--- src/rtl/mem_bus_pkg.sv ---
// Shared types for the memory-port arbiter: FSM state encoding, bus owner and counter widths.
package mem_bus_pkg;

    localparam int unsigned STARVE_W = 4;
    localparam int unsigned WD_W     = 8;

    typedef enum logic [1:0] {
        IDLE       = 2'd0,
        INST_BUSY  = 2'd1,
        DATA_BUSY  = 2'd2,
        INST_DRAIN = 2'd3
    } state_e;

    typedef enum logic [1:0] {
        OWN_NONE = 2'd0,
        OWN_INST = 2'd1,
        OWN_DATA = 2'd2
    } owner_e;

    // A draining fetch has been abandoned, so its response belongs to nobody.
    function automatic owner_e state_owner(state_e s);
        owner_e o;
        o = OWN_NONE;
        case (s)
            INST_BUSY: o = OWN_INST;
            DATA_BUSY: o = OWN_DATA;
            default:   o = OWN_NONE;
        endcase
        return o;
    endfunction

endpackage

--- src/rtl/bus_watchdog.sv ---
// Counts stalled bus cycles and raises a one-cycle expire pulse when the limit is reached.
module bus_watchdog
    import mem_bus_pkg::*;
#(
    parameter int unsigned TIMEOUT_CYCLES = 255
) (
    input  logic clk,
    input  logic rst_n,
    input  logic en,
    input  logic clr,
    output logic expire_c
);

    localparam logic [WD_W-1:0] WD_LAST = WD_W'(TIMEOUT_CYCLES - 1);

    logic [WD_W-1:0] wd_cnt;

    // Expires during the TIMEOUT_CYCLES-th stalled cycle so mem_req drops on that edge.
    assign expire_c = en && (wd_cnt == WD_LAST);

    always_ff @(posedge clk or negedge rst_n) begin
        if (!rst_n) begin
            wd_cnt <= '0;
        end else if (clr || expire_c) begin
            wd_cnt <= '0;
        end else if (en) begin
            wd_cnt <= wd_cnt + WD_W'(1);
        end
    end

endmodule

--- src/rtl/mem_port_arbiter.sv ---
// Shares one external memory bus between instruction fetch and load/store, data-first with
// an anti-starvation limit for fetch, in-flight fetch cancel and a bus watchdog.
module mem_port_arbiter
    import mem_bus_pkg::*;
#(
    parameter int unsigned DATA_WIDTH     = 32,
    parameter int unsigned ADDR_WIDTH     = 32,
    parameter int unsigned STARVE_LIMIT   = 4,
    parameter int unsigned TIMEOUT_CYCLES = 255
) (
    input  logic                      clk,
    input  logic                      rst_n,
    input  logic                      inst_req,
    input  logic [ADDR_WIDTH-1:0]     inst_addr,
    input  logic                      inst_cancel,
    output logic [DATA_WIDTH-1:0]     inst_rdata,
    output logic                      inst_valid,
    output logic                      inst_done,
    input  logic                      data_req,
    input  logic                      data_we,
    input  logic [DATA_WIDTH/8-1:0]   data_be,
    input  logic [ADDR_WIDTH-1:0]     data_addr,
    input  logic [DATA_WIDTH-1:0]     data_wdata,
    output logic [DATA_WIDTH-1:0]     data_rdata,
    output logic                      data_valid,
    output logic                      data_done,
    output logic                      mem_req,
    output logic                      mem_we,
    output logic [DATA_WIDTH/8-1:0]   mem_be,
    output logic [ADDR_WIDTH-1:0]     mem_addr,
    output logic [DATA_WIDTH-1:0]     mem_wdata,
    input  logic                      mem_ack,
    input  logic [DATA_WIDTH-1:0]     mem_rdata,
    output logic                      bus_err
);

    localparam int unsigned         BE_W       = DATA_WIDTH / 8;
    localparam logic [STARVE_W-1:0] STARVE_MAX = STARVE_W'(STARVE_LIMIT);

    state_e                state_q, state_d;
    logic [STARVE_W-1:0]   starve_q, starve_d;
    logic                  mem_req_d, mem_we_d;
    logic [BE_W-1:0]       mem_be_d;
    logic [ADDR_WIDTH-1:0] mem_addr_d;
    logic [DATA_WIDTH-1:0] mem_wdata_d;
    logic                  inst_valid_d, data_valid_d, bus_err_d;
    logic [DATA_WIDTH-1:0] inst_rdata_d, data_rdata_d;
    owner_e                owner_c;

    logic inst_elig, data_elig, grant_data, grant_inst;
    logic wd_en, wd_clr, wd_expire_c;

    // A requester whose response is being delivered this cycle must not be re-granted.
    assign inst_elig  = inst_req && !inst_valid;
    assign data_elig  = data_req && !data_valid;
    assign grant_data = data_elig && ((starve_q < STARVE_MAX) || !inst_elig);
    assign grant_inst = !grant_data && inst_elig && !inst_cancel;

    assign inst_done = !inst_req || inst_valid;
    assign data_done = !data_req || data_valid;

    assign wd_en  = mem_req && !mem_ack;
    assign wd_clr = (state_q == IDLE) || mem_ack;

    bus_watchdog #(
        .TIMEOUT_CYCLES (TIMEOUT_CYCLES)
    ) u_bus_watchdog (
        .clk      (clk),
        .rst_n    (rst_n),
        .en       (wd_en),
        .clr      (wd_clr),
        .expire_c (wd_expire_c)
    );

    // Next-state and registered-output logic.
    always_comb begin
        state_d      = state_q;
        starve_d     = starve_q;
        mem_req_d    = mem_req;
        mem_we_d     = mem_we;
        mem_be_d     = mem_be;
        mem_addr_d   = mem_addr;
        mem_wdata_d  = mem_wdata;
        inst_valid_d = 1'b0;
        inst_rdata_d = inst_rdata;
        data_valid_d = 1'b0;
        data_rdata_d = data_rdata;
        bus_err_d    = 1'b0;

        owner_c = state_owner(state_q);
        if ((state_q == INST_BUSY) && inst_cancel) begin
            owner_c = OWN_NONE;
        end

        case (state_q)
            IDLE: begin
                if (grant_data) begin
                    state_d     = DATA_BUSY;
                    mem_req_d   = 1'b1;
                    mem_we_d    = data_we;
                    mem_be_d    = data_be;
                    mem_addr_d  = data_addr;
                    mem_wdata_d = data_wdata;
                    if (inst_elig && (starve_q != STARVE_MAX)) begin
                        starve_d = starve_q + STARVE_W'(1);
                    end
                end else if (grant_inst) begin
                    state_d     = INST_BUSY;
                    mem_req_d   = 1'b1;
                    mem_we_d    = 1'b0;
                    mem_be_d    = '1;
                    mem_addr_d  = inst_addr;
                    mem_wdata_d = '0;
                    starve_d    = '0;
                end
            end
            default: begin
                if (mem_req && mem_ack) begin
                    state_d   = IDLE;
                    mem_req_d = 1'b0;
                    if (owner_c == OWN_INST) begin
                        inst_valid_d = 1'b1;
                        inst_rdata_d = mem_rdata;
                    end
                    if (owner_c == OWN_DATA) begin
                        data_valid_d = 1'b1;
                        data_rdata_d = mem_rdata;
                    end
                end else if (wd_expire_c) begin
                    // Complete the stalled owner with zero data so the pipeline keeps moving.
                    state_d   = IDLE;
                    mem_req_d = 1'b0;
                    bus_err_d = 1'b1;
                    if (owner_c == OWN_INST) begin
                        inst_valid_d = 1'b1;
                        inst_rdata_d = '0;
                    end
                    if (owner_c == OWN_DATA) begin
                        data_valid_d = 1'b1;
                        data_rdata_d = '0;
                    end
                end else if ((state_q == INST_BUSY) && (owner_c == OWN_NONE)) begin
                    state_d = INST_DRAIN;
                end
            end
        endcase

        if (!inst_req) begin
            starve_d = '0;
        end
    end

    always_ff @(posedge clk or negedge rst_n) begin
        if (!rst_n) begin
            state_q    <= IDLE;
            starve_q   <= '0;
            mem_req    <= 1'b0;
            mem_we     <= 1'b0;
            mem_be     <= '0;
            mem_addr   <= '0;
            mem_wdata  <= '0;
            inst_valid <= 1'b0;
            inst_rdata <= '0;
            data_valid <= 1'b0;
            data_rdata <= '0;
            bus_err    <= 1'b0;
        end else begin
            state_q    <= state_d;
            starve_q   <= starve_d;
            mem_req    <= mem_req_d;
            mem_we     <= mem_we_d;
            mem_be     <= mem_be_d;
            mem_addr   <= mem_addr_d;
            mem_wdata  <= mem_wdata_d;
            inst_valid <= inst_valid_d;
            inst_rdata <= inst_rdata_d;
            data_valid <= data_valid_d;
            data_rdata <= data_rdata_d;
            bus_err    <= bus_err_d;
        end
    end

endmodule

--- config.mk ---
export PLATFORM = sky130hd
export DESIGN_NAME = mem_port_arbiter
export DESIGN_NICKNAME = d
export VERILOG_FILES = /design/src/rtl/mem_bus_pkg.sv /design/src/rtl/bus_watchdog.sv /design/src/rtl/mem_port_arbiter.sv
export SDC_FILE = /design/constraint.sdc
export NUM_CORES = 1
export LEC_CHECK = 0
export CAP_MARGIN = 20
export CORE_MARGIN = 4
export CORE_UTILIZATION = 37
export DETAILED_ROUTE_END_ITERATION = 12
export GPL_TIMING_DRIVEN = 0
export MAX_ROUTING_LAYER = met4
export PLACE_DENSITY = 0.83
export SETUP_SLACK_MARGIN = 0.05
export SKIP_CTS_REPAIR_TIMING = 1
export SYNTH_ARGS = -nofsm -noshare
export SYNTH_HDL_FRONTEND = slang
export SYNTH_SLANG_ARGS = --single-unit
--- constraint.sdc ---
create_clock -name clk -period 1.7 [get_ports clk]
set_input_delay 0.425 -clock clk [delete_from_list [all_inputs] [get_ports clk]]
set_output_delay 0.425 -clock clk [all_outputs]
set_load 0.01 [all_outputs]
==> results of run 1 <==
==> critical path, cell delays in order (launching register included) <==
cell	delay, ns
dfrtp_2	0.45
nor2_2	0.26
o211ai_1	0.19
buf_4	0.18
buf_4	0.12
clkbuf_4	0.20
o22ai_1	0.27
a21oi_1	0.08
==> power breakdown <==
part	internal, mW	switching (mW)	total, mW
Sequential	5.03	0.783	5.81
Combinational	4.20	3.59	7.79
Clock	2.68	1.52	4.21
Total	11.9	5.90	17.8
==> per-layer routing <==
metal,routed length [um],vias up,global-route usage,part of all wire
li1,-,2401,-,-
met2,10900,263,0.350,0.52
met4,347,0,0.0560,0.016
met5,0,-,-,0
met3,1910,30,0.0896,0.091
met1,7950,2698,0.246,0.38
==> registers in the layout (all words and copies together), names as in the netlist, 2 cells and up <==
name,count
data_rdata,32
mem_wdata,32
starve_q,4
inst_rdata,32
mem_addr,32
u_bus_watchdog.wd_cnt,8
mem_be,4
state_q,2
==> per-stage QoR <==
stage                     TNS (ns)  cell area, um^2  power (mW)  utilization  worst slack (ns)
after CTS                   -52.80             9620        17.2        0.623            -0.572
final                       -12.00            10700        17.8        0.695            -0.176
after global routing        -20.07            10700        18.7        0.695            -0.249
after floorplan                  0             5900        8.82            -           0.00280
after detailed placement    -97.83             8960        12.9        0.581            -0.905
after global placement     -976.51             8930        12.8        0.579             -5.85
==> kinds of logic (layout without fill, tap and decap cells) <==
group / Yosys count / in the layout / synth area share
DFF: 151 / 151 / 0.641
and+or+nand+nor: 42 / 42 / 0.0342
buffers and inverters: 83 / 411 / 0.0618
xor gates and xnor gates: 7 / 7 / 0.0104
adders and majority gates: 4 / 4 / 0.00849
AOI/OAI and AO/OA: 180 / 180 / 0.242
muxes: 1 / 1 / 0.00170
==> synth_stat cells (all sizes together) (2+ instances only) <==
cell    instances
nor2           14
buf            17
and2            2
o22ai          32
xnor2           3
inv            42
clkbuf         24
ha              4
o22a            5
xor2            4
nand4           6
dfrtp         151
nor2b           3
o21ai           5
a32o           64
or3             2
a22o           33
a21oi          34
nand2          10
==> worst max-delay path by stage <==
| stage | end | from | cells after the start | slack, ns |
|---|---|---|---|---|
| finish | mem_addr[8]$_DFFE_PN0P_ | state_q[1]$_DFFE_PN0P_ | 7 | -0.18 |
| floorplan | mem_wdata[0]$_DFFE_PN0P_ | state_q[1]$_DFFE_PN0P_ | 6 | 0.003 |
| detailed placement | inst_rdata[0]$_DFFE_PN0P_ | inst_cancel | 5 | -0.90 |
| global route | mem_addr[8]$_DFFE_PN0P_ | state_q[1]$_DFFE_PN0P_ | 7 | -0.25 |
| CTS | data_done | data_req | 4 | -0.57 |
| global placement | mem_wdata[28]$_DFFE_PN0P_ | rst_n | 1 | -5.85 |
==> placed cells by master, fill, tap and decap left out, types with 11 or more instances in the layout <==
| cell type | count |
|---|---|
| inv_1 | 42 |
| o22ai_1 | 11 |
| clkdlybuf4s50_1 | 134 |
| buf_4 | 14 |
| clkbuf_2 | 16 |
| buf_6 | 17 |
| dlymetal6s2s_1 | 140 |
| a32o_1 | 64 |
| nor2_1 | 13 |
| dfrtp_1 | 149 |
| o22ai_2 | 15 |
| a21oi_2 | 19 |
| a22o_1 | 33 |
| clkbuf_16 | 20 |
==> area by class of cell <==
class | count | share of cell area
buffer | 40 | 0.0336
clock buffer | 20 | 0.0426
clock inverter | 11 | 0.0183
inverter | 42 | 0.0147
multi-input combinational | 234 | 0.199
sequential | 151 | 0.353
tap | 211 | 0.0246
timing repair buffer | 298 | 0.314
==> reports/qor.yml, run 1 <==
floorplan:
  rows: 45
  chipWidth_um: 134
  initial_core_util: 0.382
  coreArea_um2: 15400
  full_die_area_um2: 18000
  die_h_um: 134
  boundaryPins: 278
layout:
  multi_input_gate_area_in_the_final_layout_um2: 2130
  layout_cells_sized_above_1: 0.192
  finish.net_count: 927
  final_cells: 1007
  num_antenna_cells: 0
  synthToLayoutAreaGrowth_pct: 81.9
  register_area_um2: 3780
  fill_cells: 1012
detailed_routing:
  post_drt_via_cell_ratio: 5.35
  drc_errors_left: 0
  iteration_0_drc_count_of_the_detailed_router: 419
  detail_route.wl_per_cell_um: 20.9
  drt_first_pass_iters: 7
  via_count: 5392
  route.final.wire_length_um: 21100
  ant_nets: 0
sta:
  final_min_period_over_clock_period: 1.10
  worst-slew-pin-transition_ns: 0.620
  fin_worst_hold_slack_ns: -0.0262
  finalSetupViolCount: 128
  fin_crit_ns: 1.88
  worst_slack_ns: -0.176
  timing_hold_violations_final: 7
  layout_skew_ns: 0.0139
  setup_repair_after_global_routing_missed_its_margin: "true"
  timing.final.max_slew_violations: 0
  slew-limit-headroom: 0.587
  max_clock_freq_ghz: 0.533
synth:
  synth_area_leaders: "dfrtp_1 (64%), a32o_1 (11%), a22o_1 (4.9%)"
  synth_nets: 611
  postSynthAreaPerCell_um2: 12.6
  synth_top_area_share: 0.641
  netlist_instances: 468
  yosys_warnings: 0
  ys_types: 34
  synth-edff-count: 0
  yosys.area.top_type: "dfrtp_1"
  synth-seq-cells: 151
  synth_sequential_area_ratio: 0.641
  synth-main-ff-cell: "dfrtp_1"
  synth-async-reset-ratio: 1.00
  syn_area_um2: 5890
cts:
  ctsRootBufferMaster: "clkbuf_16"
  tritoncts_clock_tree: "yes"
  worst_skew_pair.late_latency_ns: 0.42
  clk_pin_slew_worst_paths_ns: 0.06
  cts_h_tree_depth: 4
  cts_made_buffers: 17
  tritoncts_num_sinks: 151
  cts.path.max_buffers: 2
worst_setup_path:
  crit_path_end_kind: "register"
  critical_path_arrival_ns: 2.16
  critical_path_class: "register to register"
  timing.reg2reg.setup_slack_ns: -0.18
  worstSetupStartpointType: "register"
  reg2regPathDepth: 7
  critical_path_required_ns: 1.99
  rr_startpoint: "state_q[1]$_DFFE_PN0P_"
  worst-path-max-fanout: 10
  timing.rr.end: "mem_addr[8]$_DFFE_PN0P_"
global_route:
  antenna_violations_before_repair: 0
  via_count_of_the_first_global_routing_pass: 5538
  grt_util_all_layers: 0.215
  grt_remaining_overflow: 0
  grt_pass1_wl_um: 29300
  grt_start_max_net_pins: 88
outcome:
  status: "finished with violations"
  violations: "hold timing, setup timing"
job:
  max_cap_violations: 0
power:
  vdd_ir_drop_max_mv: 1.04
  power_per_cell_area_nw_per_um2: 1660
  power_leakage_nw: 6.19
place:
  routabilityCongestion: 0.780
  dp.cells: 957
  port-buffer-count: 277
  detailedPlacementHpwl_um: 13700
worst_hold_path:
  tightest_hold_check_type: "input pin to async pin"
No activity file was read; power rests on OpenSTA's default activity.
==> run 2: changes to the inputs <==
--- a/config.mk
+++ b/config.mk
@@ -5,15 +5,15 @@
 export SDC_FILE = /design/constraint.sdc
 export NUM_CORES = 1
 export LEC_CHECK = 0
+export ABC_AREA = 1
 export CAP_MARGIN = 20
 export CORE_MARGIN = 4
-export CORE_UTILIZATION = 37
+export CORE_UTILIZATION = 43
 export DETAILED_ROUTE_END_ITERATION = 12
 export GPL_TIMING_DRIVEN = 0
 export MAX_ROUTING_LAYER = met4
-export PLACE_DENSITY = 0.83
+export PLACE_DENSITY = 0.88
 export SETUP_SLACK_MARGIN = 0.05
-export SKIP_CTS_REPAIR_TIMING = 1
 export SYNTH_ARGS = -nofsm -noshare
 export SYNTH_HDL_FRONTEND = slang
 export SYNTH_SLANG_ARGS = --single-unit
==> constraint.sdc (replaced) <==
create_clock -name clk -period 2.1 [get_ports clk]
set_input_delay 0.525 -clock clk [delete_from_list [all_inputs] [get_ports clk]]
set_output_delay 0.525 -clock clk [all_outputs]
set_load 0.01 [all_outputs]
==> reports/qor.yml, run 2 <==
sta:
  final_min_period_over_clock_period: 0.935
  setup_repair_after_global_routing_missed_its_margin: "false"
  final.setup.tns_ns: 0
  fin_crit_ns: 1.96
  layout_skew_ns: 0.0115
  fin_worst_hold_slack_ns: 0.123
  finalSetupViolCount: 0
  timing_hold_violations_final: 0
  timing.final.max_slew_violations: 0
  worst-slew-pin-transition_ns: 0.697
  slew-limit-headroom: 0.536
  worst_slack_ns: 0.137
  max_clock_freq_ghz: 0.510
floorplan:
  die_h_um: 132
  coreArea_um2: 14800
  chipWidth_um: 132
  initial_core_util: 0.446
  rows: 44
  boundaryPins: 278
  full_die_area_um2: 17300
synth:
  xor_and_xnor_fraction_of_the_mapped_netlist_area: 0.00400
  dominant_cell_by_count_in_the_synthesized_netlist: "nand2_1"
  synth_compound_area_frac: 0.0995
  synth-edff-count: 0
  postSynthAreaPerCell_um2: 8.84
  yosys.area.top_type: "dfrtp_1"
  netlist_instances: 744
  synth_adder_area_share: 0.00761
  synth_top_area_share: 0.575
  synth-main-ff-cell: "dfrtp_1"
  main_combinational_cell_family_by_area_after_synthesis: "simple AND/OR/NAND/NOR gates"
  yosys_warnings: 0
  synth-seq-cells: 151
  synth-async-reset-ratio: 1.00
  synth_top_cells_by_count: "nand2_1 (330), dfrtp_1 (151), inv_1 (54)"
  synth_sequential_area_ratio: 0.575
  synth_nets: 887
  muxShareOfSynthArea: 0
  ys_types: 31
  syn_area_um2: 6570
  synth-simple-area-share: 0.237
  synth_area_leaders: "dfrtp_1 (57%), nand2_1 (19%), o211ai_1 (3.7%)"
detailed_routing:
  via_count: 6205
  ant_nets: 0
  drc_errors_left: 0
  drt_first_pass_iters: 5
  iteration_0_drc_count_of_the_detailed_router: 459
  route.final.wire_length_um: 21600
  detail_route.wl_per_cell_um: 17.4
  post_drt_via_cell_ratio: 5.00
worst_setup_path:
  crit_path_max_incr_delay_ns: 0.59
  path_cells: "clkdlybuf4s50_1"
  critical_path_required_ns: 1.57
  timing.reg2reg.setup_slack_ns: 0.30
  cp_top_family: "buffers and inverters"
  cp.depth: 1
  worst-path-max-fanout: 3
  worstPathBufferInverterCount: 1
  crit_path_end_kind: "output port"
  critical_path_class: "register to output port"
  crit_slowest_cell: "clkdlybuf4s50_1"
  reg2regPathDepth: 9
  worstSetupStartpointType: "register"
  critical_path_arrival_ns: 1.44
layout:
  layout_cells_sized_above_1: 0.0946
  finish.net_count: 1187
  final_cell_mix: "nand2_1 (330), clkdlybuf4s50_1 (273), dfrtp_1 (150)"
  final_core_utilization: 0.696
  final_cells: 1241
  fill_cells: 1111
  synthToLayoutAreaGrowth_pct: 56.3
  num_antenna_cells: 0
  layout_commonest_cell: "nand2_1"
  final_design_area_no_fill_um2: 10300
place:
  dp_worst_setup_slack_ns: -0.329
  port-buffer-count: 277
  post_dp_cell_area_um2: 9610
  detailedPlacementHpwl_um: 15900
  dp.cells: 1206
  routabilityCongestion: 0.874
cts:
  tritoncts_num_sinks: 151
  tritoncts_clock_tree: "yes"
  cts.path.max_buffers: 2
  cts_h_tree_depth: 4
  hold_buffers_post_cts: 0
  worst_skew_pair.late_latency_ns: 0.42
  ctsRootBufferMaster: "clkbuf_16"
  cts_made_buffers: 17
  clk_pin_slew_worst_paths_ns: 0.06
worst_hold_path:
  tightest_hold_check_type: "input pin to async pin"
power:
  power_per_cell_area_nw_per_um2: 653
  vdd_ir_drop_max_mv: 0.554
  power_leakage_nw: 4.92
  power.total_mw: 6.71
global_route:
  grt_start_max_net_pins: 79
  grt_util_all_layers: 0.256
  via_count_of_the_first_global_routing_pass: 6416
  grt_pass1_wl_um: 34300
  grt_remaining_overflow: 0
  antenna_violations_before_repair: 0
job:
  max_cap_violations: 0
outcome:
  status: "complete, no violations"
run 2: cell count changes after synthesis, moves of 12 or more:
| cell | change |
|---|---|
| nand2_1 | +320 |
| a32o_1 | -64 |
| a22o_1 | -33 |
| o21ai_1 | +33 |
| o22ai_1 | -32 |
| o211ai_1 | +31 |
| a21oi_1 | -29 |
| clkbuf_1 | -18 |
| o21ai_2 | +17 |
| inv_1 | +12 |
run 2: worst paths after layout:
path | start | end
min in group clk | mem_wdata[20]$_DFFE_PN0P_ | mem_wdata[20]$_DFFE_PN0P_
hold reg to reg | mem_wdata[20]$_DFFE_PN0P_ | mem_wdata[20]$_DFFE_PN0P_
setup / recovery | inst_valid$_DFF_PN0_ | inst_valid
hold / removal | rst_n | data_rdata[29]$_DFFE_PN0P_
setup reg to reg | u_bus_watchdog.wd_cnt[0]$_DFFE_PN0P_ | data_rdata[28]$_DFFE_PN0P_
max in group asynchronous | rst_n | mem_wdata[19]$_DFFE_PN0P_
run 2: cell families after synthesis:
group                      Yosys count
and+or+nand+nor                    388
adders and majority gates            4
buffers and inverters               96
DFF                                151
xor gates and xnor gates             3
AOI/OAI and AO/OA                  102
run 2: layout make-up:
cell class	count	area, um^2	share of cell area
Inverter	57	214	0.0208
Clock inverter	13	195	0.0190
Clock buffer	19	453	0.0441
Tap cell	184	230	0.0224
Sequential cell	151	3780	0.368
Buffer	39	292	0.0284
Multi-Input combinational cell	497	2300	0.223
Timing Repair Buffer	281	2820	0.274
run 2: per-layer routing:
metal	GRT usage	share of wire	routed length, um	vias up
li1	-	-	-	2949
met1	0.293	0.39	8490	2966
met2	0.427	0.50	10700	253
met3	0.0765	0.082	1760	37
met4	0.0951	0.028	612	0
met5	-	0	0	-
run 2: where the power goes:
part | switching, mW | leakage (nW) | internal [mW] | total (mW)
sequential | 0.0144 | 2.10 | 2.92 | 2.93
combinational | 0.173 | 2.51 | 0.266 | 0.439
clock | 1.27 | 0.312 | 2.07 | 3.34
total | 1.46 | 4.92 | 5.26 | 6.71
run 2: what timing repair did:
item | in CTS | in global routing
buffers inserted | 0 | 3
setup endpoints to repair | 3 | 2
pin swaps | 0 | 1
gates resized for setup | 5 | 3
==> run 3: changes to the inputs <==
--- a/config.mk
+++ b/config.mk
@@ -14,6 +14,7 @@
 export MAX_ROUTING_LAYER = met4
 export PLACE_DENSITY = 0.88
 export SETUP_SLACK_MARGIN = 0.05
+export SKIP_LAST_GASP = 1
 export SYNTH_ARGS = -nofsm -noshare
 export SYNTH_HDL_FRONTEND = slang
 export SYNTH_SLANG_ARGS = --single-unit
==> reports/qor.yml, run 3 (synthesis results as in run 2) <==
outcome:
  status: "complete, no violations"
cts:
  cts_made_buffers: 17
  hold_buffers_post_cts: 0
  cts.path.max_buffers: 2
  worst_skew_pair.late_latency_ns: 0.42
  clk_pin_slew_worst_paths_ns: 0.06
  ctsRootBufferMaster: "clkbuf_16"
  tritoncts_clock_tree: "yes"
  tritoncts_num_sinks: 151
  cts_h_tree_depth: 4
power:
  clkPwrFrac: 0.497
  power_per_cell_area_nw_per_um2: 653
  power.switching_mw: 1.45
  vdd_ir_drop_max_mv: 0.552
  power.internal_mw: 5.26
  sw_frac_of_total: 0.217
  power_leakage_nw: 4.92
  seq_power_share: 0.437
  pwr-share-comb: 0.066
place:
  detailedPlacementHpwl_um: 15900
  port-buffer-count: 277
  routabilityCongestion: 0.874
  dp.cells: 1206
sta:
  max_clock_freq_ghz: 0.483
  finalSetupViolCount: 0
  layout_skew_ns: 0.0116
  slew-limit-headroom: 0.539
  timing.final.max_slew_violations: 0
  setup_repair_after_global_routing_missed_its_margin: "true"
  worst-slew-pin-transition_ns: 0.692
  timing_hold_violations_final: 0
  fin_crit_ns: 2.07
  fin_worst_hold_slack_ns: 0.127
  final_min_period_over_clock_period: 0.986
global_route:
  grt_pass1_wl_um: 34300
  grt_start_max_net_pins: 79
  grt_use_met3: 0.0765
  grt_util_all_layers: 0.256
  grtUsageMet1: 0.293
  grt_remaining_overflow: 0
  via_count_of_the_first_global_routing_pass: 6416
  antenna_violations_before_repair: 0
  gr-usage-met2: 0.427
  layer_with_the_highest_usage_after_global_routing: "met2"
floorplan:
  boundaryPins: 278
  die_h_um: 132
  rows: 44
  coreArea_um2: 14800
  initial_core_util: 0.446
  full_die_area_um2: 17300
  chipWidth_um: 132
detailed_routing:
  post_drt_via_cell_ratio: 4.99
  drc_errors_left: 0
  iteration_0_drc_count_of_the_detailed_router: 454
  route.final.wire_length_um: 21600
  drt_first_pass_iters: 5
  via_count: 6191
  detail_route.wl_per_cell_um: 17.4
  ant_nets: 0
worst_setup_path:
  worstSetupStartpointType: "input pin"
  critical_path_class: "input pin to output port"
  critical_path_arrival_ns: 1.55
  crit_path_end_kind: "output port"
  worst-path-max-fanout: 3
  reg2regPathDepth: 9
  critical_path_required_ns: 1.57
layout:
  multi_input_gate_area_in_the_final_layout_um2: 2300
  layout_cells_sized_above_1: 0.0937
  final_cell_mix: "nand2_1 (330), clkdlybuf4s50_1 (273), dfrtp_1 (150)"
  layout_commonest_cell: "nand2_1"
  num_antenna_cells: 0
  finish.net_count: 1187
  final_cells: 1241
  synthToLayoutAreaGrowth_pct: 56.4
  register_area_um2: 3780
  fill_cells: 1112
job:
  max_cap_violations: 0
worst_hold_path:
  tightest_hold_check_type: "input pin to async pin"
## run 3: changes by cell type in the layout (fill, tap and decap cells not counted)
cell,previous run,this run
clkbuf_2,2,1
dlygate4sd2_1,2,3
## run 3: path summary, 6_finish.rpt
| path | endpoint | slack, ns | startpoint |
|---|---|---|---|
| worst max-delay path | data_done | 0.03 | data_req |
| worst min-delay path | data_rdata[29]$_DFFE_PN0P_ | 0.13 | rst_n |
| worst max register to register | data_rdata[28]$_DFFE_PN0P_ | 0.29 | u_bus_watchdog.wd_cnt[0]$_DFFE_PN0P_ |
| worst min register to register | mem_wdata[20]$_DFFE_PN0P_ | 0.47 | mem_wdata[20]$_DFFE_PN0P_ |
| max in group asynchronous | mem_wdata[19]$_DFFE_PN0P_ | 1.14 | rst_n |
| min in group clk | mem_wdata[20]$_DFFE_PN0P_ | 0.47 | mem_wdata[20]$_DFFE_PN0P_ |
## run 3: power groups by stage
stage	Sequential, mW	Combinational [mW]	Clock (mW)
floorplan	2.99	0.0839	0
global placement	2.99	0.424	0
detailed placement	2.99	0.438	0
CTS	2.93	0.440	3.39
global route	2.94	0.482	3.52
finish	2.93	0.440	3.34
## run 3: layout make-up
cell class / instances / area share
inverter: 57 / 0.0208
tap: 184 / 0.0224
clock buffer: 19 / 0.0441
multi-input combinational: 497 / 0.223
clock inverter: 13 / 0.0190
timing repair buffer: 281 / 0.274
sequential: 151 / 0.368
buffer: 39 / 0.0284
## run 3: what timing repair did
item | 4_1_cts | 5_1_grt
gates resized for setup | 5 | 1
pin swaps | 0 | 1
gates cloned | 0 | 0
endpoints found under the setup margin | 3 | 2
buffers inserted | 0 | 3
## run 3: critical path, cell delays in order
cell             delay (ns)
clkdlybuf4s50_1        0.45
inv_1                  0.06
nor2_4                 0.15
inv_1                  0.05
dlygate4sd2_1          0.30
## run 3: metrics by stage
stage / TNS, ns / power (mW) / util / area [um^2] / setup WS, ns
2_1_floorplan: 0 / 3.07 / - / 6570 / 0.582
3_3_place_gp: -863.68 / 3.41 / 0.649 / 9580 / -5.63
3_5_place_dp: -17.34 / 3.42 / 0.651 / 9610 / -0.329
4_1_cts: -0.0205 / 6.76 / 0.695 / 10300 / -0.0205
5_1_grt: -0.0158 / 6.94 / 0.697 / 10300 / -0.0158
6_report: 0 / 6.71 / 0.697 / 10300 / 0.0292
## run 3: per-layer routing
| layer | up-vias | wire (um) |
|---|---|---|
| li1 | 2947 | - |
| met2 | 248 | 10700 |
| met5 | - | 0 |
| met3 | 37 | 1680 |
| met1 | 2959 | 8560 |
| met4 | 0 | 612 |
